### src/rtl/apb_spi_ctrl.sv
// APB3 front end for the CPOL=1/CPHA=1 SPI byte engine: TX/RX byte FIFOs, read-request counter, start sequencer.
// Start pulse two cycles after a TXDATA write; no APB wait states, full/empty FIFO accesses answer with pslverr.

module apb_spi_fifo #(
   parameter int DEPTH = 8,
   parameter int W = 8,
   localparam int AW = $clog2(DEPTH),
   localparam int CW = AW + 1
) (
   input  logic          clk,
   input  logic          arstn,
   input  logic          push,
   input  logic [W-1:0]  push_dat,
   input  logic          pop,
   output logic [W-1:0]  pop_dat,
   output logic [CW-1:0] count,
   output logic          full,
   output logic          empty
);
   logic [W-1:0]  mem [DEPTH];
   logic [AW-1:0] wr_ptr;
   logic [AW-1:0] rd_ptr;
   logic          do_push;
   logic          do_pop;

   // full/empty come from the pre-edge count, so a push to a full FIFO is refused even alongside a pop
   assign full    = (count == CW'(DEPTH));
   assign empty   = (count == '0);
   assign do_push = push & ~full;
   assign do_pop  = pop & ~empty;
   assign pop_dat = mem[rd_ptr];

   always_ff @(posedge clk or negedge arstn) begin
      if (!arstn) begin
         wr_ptr <= '0;
         rd_ptr <= '0;
         count  <= '0;
      end else begin
         if (do_push) wr_ptr <= wr_ptr + AW'(1);
         if (do_pop)  rd_ptr <= rd_ptr + AW'(1);
         if (do_push & ~do_pop)      count <= count + CW'(1);
         else if (do_pop & ~do_push) count <= count - CW'(1);
      end
   end

   always_ff @(posedge clk) begin
      if (do_push) mem[wr_ptr] <= push_dat;
   end
endmodule

module apb_spi_ctrl #(
   parameter int FIFO_DEPTH = 8
) (
   input  logic        clk,
   input  logic        arstn,
   input  logic        psel,
   input  logic        penable,
   input  logic        pwrite,
   input  logic [4:0]  paddr,
   input  logic [31:0] pwdata,
   output logic [31:0] prdata,
   output logic        pready,
   output logic        pslverr,
   output logic [7:0]  spi_byte_send,
   output logic        spi_send_byte,
   output logic        spi_receive_byte,
   input  logic [7:0]  spi_byte_receive,
   input  logic        spi_system_idle,
   input  logic        spi_new_byte,
   output logic        irq
);
   localparam int CW = $clog2(FIFO_DEPTH) + 1;

   typedef enum logic [1:0] {S_IDLE, S_START, S_WAIT_BUSY, S_WAIT_DONE} state_t;
   state_t state, state_nxt;

   logic          ctrl_en, rx_en, irq_en, rx_ovf, start_tx;
   logic [7:0]    rd_req, rd_req_nxt, rd_add;
   logic [8:0]    rd_sum;
   logic          access, ctrl_wr, rd_dec, rx_drop;
   logic          tx_push, tx_pop, tx_full, tx_empty;
   logic          rx_push, rx_pop, rx_full, rx_empty;
   logic [7:0]    tx_head, rx_head;
   logic [CW-1:0] tx_count, rx_count;
   logic [31:0]   status;
   logic          unused_ok;

   assign unused_ok = &{1'b0, paddr[1:0], pwdata[31:8]};
   assign pready    = 1'b1;
   assign access    = psel & penable;
   assign status    = {rd_req, 8'(rx_count), 8'(tx_count), 2'b00, rx_ovf, (state != S_IDLE),
                       rx_full, rx_empty, tx_full, tx_empty};

   apb_spi_fifo #(.DEPTH(FIFO_DEPTH), .W(8)) u_tx_fifo (
      .clk(clk), .arstn(arstn), .push(tx_push), .push_dat(pwdata[7:0]), .pop(tx_pop),
      .pop_dat(tx_head), .count(tx_count), .full(tx_full), .empty(tx_empty));

   apb_spi_fifo #(.DEPTH(FIFO_DEPTH), .W(8)) u_rx_fifo (
      .clk(clk), .arstn(arstn), .push(rx_push), .push_dat(spi_byte_receive), .pop(rx_pop),
      .pop_dat(rx_head), .count(rx_count), .full(rx_full), .empty(rx_empty));

   always_comb begin
      prdata  = '0;
      pslverr = 1'b0;
      tx_push = 1'b0;
      rx_pop  = 1'b0;
      ctrl_wr = 1'b0;
      rd_add  = '0;
      if (access) begin
         case (paddr[4:2])
            3'd0: if (pwrite) begin
               tx_push = ~tx_full;
               pslverr = tx_full;
            end
            3'd1: if (!pwrite) begin
               if (rx_empty) pslverr = 1'b1;
               else begin
                  prdata = {24'b0, rx_head};
                  rx_pop = 1'b1;
               end
            end
            3'd2: if (!pwrite) prdata = status;
            3'd3: begin
               if (pwrite) ctrl_wr = 1'b1;
               else        prdata  = {29'b0, irq_en, rx_en, ctrl_en};
            end
            3'd4: begin
               if (pwrite) rd_add = pwdata[7:0];
               else        prdata = {24'b0, rd_req};
            end
            default: pslverr = 1'b1;
         endcase
      end
   end

   // rd_dec only fires with rd_req non-zero, so the sum never underflows
   assign rd_sum     = {1'b0, rd_req} + {1'b0, rd_add} - {8'b0, rd_dec};
   assign rd_req_nxt = rd_sum[8] ? 8'hFF : rd_sum[7:0];

   always_comb begin
      state_nxt        = state;
      tx_pop           = 1'b0;
      rd_dec           = 1'b0;
      spi_send_byte    = 1'b0;
      spi_receive_byte = 1'b0;
      rx_push          = 1'b0;
      rx_drop          = 1'b0;
      case (state)
         S_IDLE: if (ctrl_en && spi_system_idle && (!tx_empty || rd_req != 8'd0)) begin
            state_nxt = S_START;
            if (!tx_empty) tx_pop = 1'b1;
            else           rd_dec = 1'b1;
         end
         S_START: begin
            spi_send_byte    = start_tx;
            spi_receive_byte = ~start_tx;
            state_nxt        = S_WAIT_BUSY;
         end
         S_WAIT_BUSY: if (!spi_system_idle) state_nxt = S_WAIT_DONE;
         S_WAIT_DONE: if (spi_new_byte) begin
            state_nxt = S_IDLE;
            rx_push   = rx_en;
            rx_drop   = rx_en & rx_full;
         end
         default: state_nxt = S_IDLE;
      endcase
   end

   always_ff @(posedge clk or negedge arstn) begin
      if (!arstn) begin
         state         <= S_IDLE;
         ctrl_en       <= 1'b0;
         rx_en         <= 1'b0;
         irq_en        <= 1'b0;
         rx_ovf        <= 1'b0;
         start_tx      <= 1'b0;
         rd_req        <= '0;
         spi_byte_send <= '0;
         irq           <= 1'b0;
      end else begin
         state  <= state_nxt;
         rd_req <= rd_req_nxt;
         if (tx_pop) begin
            spi_byte_send <= tx_head;
            start_tx      <= 1'b1;
         end else if (rd_dec) begin
            start_tx <= 1'b0;
         end
         if (ctrl_wr) begin
            ctrl_en <= pwdata[0];
            rx_en   <= pwdata[1];
            irq_en  <= pwdata[2];
            if (pwdata[3]) rx_ovf <= 1'b0;
         end
         if (rx_drop) rx_ovf <= 1'b1;
         irq <= irq_en & (~rx_empty | rx_ovf);
      end
   end
endmodule

### config.mk
export PLATFORM = sky130hd
export DESIGN_NAME = apb_spi_ctrl
export DESIGN_NICKNAME = d
export VERILOG_FILES = /design/src/rtl/apb_spi_ctrl.sv
export SDC_FILE = /design/constraint.sdc
export NUM_CORES = 1
export LEC_CHECK = 0
export BUFFER_PORTS_ARGS = -buffer_cell sky130_fd_sc_hd__buf_2
export CORE_UTILIZATION = 53
export CTS_CLUSTER_SIZE = 14
export DETAILED_ROUTE_END_ITERATION = 8
export PLACE_DENSITY = 0.81
export SETUP_SLACK_MARGIN = 0.05
export SLEW_MARGIN = 20
export SYNTH_ARGS = -nofsm -noshare
export SYNTH_HDL_FRONTEND = slang
export SYNTH_SLANG_ARGS = --single-unit
### constraint.sdc
create_clock -name clk -period 3 [get_ports clk]
set_input_delay 0.3 -clock clk [delete_from_list [all_inputs] [get_ports clk]]
set_output_delay 0.3 -clock clk [all_outputs]
set_load 0.005 [all_outputs]
==> reports/qor.yml <==
placed_design:
  place_inst: 806
  dp_hpwl_mm: 11.4
  place_congestion: 0.855
  io_buffers: 61
synthesis:
  post-synth-top-area-cell: "edfxtp_1"
  synth-edff-count: 128
  async_reset_ff_share_pct: 25.6
  ys_top_cells_by_count: "edfxtp_1 (128), dfrtp_1 (44)"
  ys_seq_area_share_pct: 62.0
  ys_warn_count: 0
  synth_top_cell_area_share_pct: 48.2
  syn_area_per_cell_sq_um: 14.8
  yosysMostFrequentCell: "edfxtp_1"
  ys_top_cells_by_area: "edfxtp_1 (48%), dfrtp_1 (14%), mux4_2 (9.0%)"
  yosys_register_bits: 172
  netlist_area_sq_mm: 0.00798
  syn_inst: 540
  synth_ff_type: "edfxtp_1"
  synth_cell_type_count: 59
detailed_routing:
  drc: 0
  vias_per_cell: 5.82
  dr.pass1.iters: 5
  ant_nets: 0
  num_vias: 4892
  wl_per_cell_um: 19.8
  wl_mm: 16.7
  first_iter_violations: 318
timing:
  rsz0062_at_grt: "yes"
  slew_violations: 0
  finClkSkew_ns: 0.00871
  period_minus_slack_ns: 3.04
  clock.fmax_mhz: 329
  setup_viol: 4
  tightest_slew_ns: 0.790
  fin_ws_ns: -0.0423
  hold_viol_final: 0
  maxSlewHeadroom_pct: 47.3
  timing.final.crit_share_pct: 101
  holdWs_ns: 0.136
run:
  cap_violations: 0
grt:
  antenna_found_initial: 0
  gr-total-overflow: 0
  grt_usage_pct: 22.8
  grt_pass1_vias: 5111
  grt_pass1_wl_mm: 26.6
  grt_max_degree: 45
pwr:
  ir_worst_vdd_v: 0.000607
  power_density_mw_per_mm2: 802
  p_leak_nw: 3.58
status:
  violations: "negative setup slack"
  status: "complete, but fails checks"
die:
  die-area_sq_mm: 0.0155
  ios: 97
  core_area_sq_mm: 0.0146
  start_util_pct: 54.7
  die_y_um: 125
  die_x_um: 125
  rows: 44
critical_path:
  start_kind: "register"
  cp_max_fo: 8
  cp.required_ns: 3.29
  cp_data_arrival_time_ns: 3.33
  criticalPathCategory: "register to register"
  cp-end-kind: "register"
clock_network:
  clk_pin_slew_worst_paths_ns: 0.07
  h-tree-depth: 4
  cts_sinks: 172
  clockRootBuffer: "clkbuf_16"
  cts_buffers: 17
  cts_max_path_buffers: 2
  clk-insertion-delay-late_ns: 0.43
  tritoncts: "built"
layout:
  final_cell_count_no_fill: 841
  fill_cells: 1014
  drive_gt1_share_pct: 29.8
  multi_input_area_sq_mm: 0.00286
  diodes: 0
  ff_latch_area_sq_mm: 0.00494
  syn2layout_area_growth_pct: 17.2
  num-nets-final: 729
worst_hold_path:
  hold_path_class: "primary input to register"
registers in the layout, summed over array words and instances (netlist names):
name and count:
u_rx_fifo.rd_ptr 3, u_tx_fifo.mem 64, u_tx_fifo.wr_ptr 3, u_rx_fifo.mem 64, u_tx_fifo.count 4, u_rx_fifo.wr_ptr 3
rx_en 1, ctrl_en 1, irq 1, rd_req 8, u_tx_fifo.rd_ptr 3, irq_en 1
u_rx_fifo.count 4, state 2, rx_ovf 1, spi_byte_send 8, start_tx 1
layer usage:
metal | track usage [%] | wire [um] | vias up
met5 | 0 | 0 | -
met3 | 5.07 | 569 | 44
li1 | - | - | 2248
met1 | 27.7 | 6840 | 2469
met4 | 10.9 | 601 | 0
met2 | 38.5 | 8640 | 131
power breakdown:
group	internal [mW]	leakage (nW)	switching, mW
registers	2.81	1.68	0.290
clock network	1.17	0.272	0.922
logic	1.16	1.62	1.15
total	5.13	3.58	2.37
through the flow:
| stage | setup TNS (ns) | instance area (sq um) | utilization [%] | setup slack [ns] | power [mW] |
|---|---|---|---|---|---|
| 2_1_floorplan | 0 | 8030 | - | 0.0535 | 4.68 |
| 3_3_place_gp | 0 | 8720 | 59.8 | 0.0156 | 5.21 |
| 3_5_place_dp | -0.0776 | 8720 | 59.8 | -0.0396 | 5.35 |
| 4_1_cts | -0.0521 | 9300 | 63.7 | -0.0328 | 7.47 |
| 5_1_grt | -1.42 | 9350 | 64.1 | -0.222 | 7.90 |
| 6_report | -0.0878 | 9350 | 64.1 | -0.0423 | 7.50 |
what timing repair did:
action / in CTS / in global routing
hold buffers: 0 / 1
gates resized for setup: 2 / 7
pin swaps: 4 / 0
setup endpoints to repair: 8 / 10
hold endpoints to repair: 0 / 44
buffers inserted: 1 / 1
cells in the final DEF, fill, tap and decap left out, types with 10 or more instances in the layout:
master and count:
mux2_2 10, edfxtp_1 128, mux4_2 32, and2_1 10, mux2i_1 18, dfrtp_1 44
inv_1 31, nand2_1 32, nor3_1 20, buf_4 43, buf_2 60, o21ai_0 10
a21oi_1 10, ha_1 27, clkbuf_16 19, nor2_1 32
final timing paths:
kind                                                start                        endpoint  slack, ns  cells past startpoint
setup / recovery           u_tx_fifo.count[3]$_DFFE_PN0P_             rd_req[5]$_DFF_PN0_      -0.04                     12
hold / removal                        spi_byte_receive[1]   u_rx_fifo.mem[3][1]$_DFFE_PP_       0.14                      1
setup reg to reg           u_tx_fifo.count[3]$_DFFE_PN0P_             rd_req[5]$_DFF_PN0_      -0.04                     12
hold reg to reg                      start_tx$_DFFE_PN0P_            start_tx$_DFFE_PN0P_       0.50                      1
max in group asynchronous                           arstn             rd_req[3]$_DFF_PN0_       2.18                      2
min in group asynchronous                           arstn  u_rx_fifo.count[1]$_DFFE_PN0P_       0.42                      2
kinds of logic (layout without fill, tap and decap cells):
logic type,after synthesis,after routing,share of synthesized area [%]
AND/OR/NAND/NOR,130,130,8.44
flip-flops,172,172,62.0
adder cells (fa/ha/maj),33,33,5.46
XOR/XNOR,11,11,1.21
multiplexers,61,61,12.9
buffers and inverters,58,168,3.37
other,2,9,0.0942
AO/OA/AOI/OAI,73,73,6.53
worst max-delay path, stage by stage (launching register included):
cell and delay [ns]:
dfrtp_1 0.39, or4_4 0.54, o2111ai_2 0.20, nor2_1 0.08, ha_1 0.29, inv_1 0.06, ha_2 0.18, inv_2 0.04
fa_2 0.35, nor2b_2 0.14, o31a_1 0.25, o311a_4 0.24, o2111ai_2 0.14
layout make-up:
| class | instances | share of cell area, % |
|---|---|---|
| Clock buffer | 21 | 5.17 |
| Clock inverter | 11 | 0.870 |
| Inverter | 32 | 1.28 |
| Multi-Input combinational cell | 317 | 30.5 |
| Sequential cell | 172 | 52.9 |
| Tap cell | 184 | 2.46 |
| Timing Repair Buffer | 104 | 6.77 |
Power figures use the tool's default switching activity.
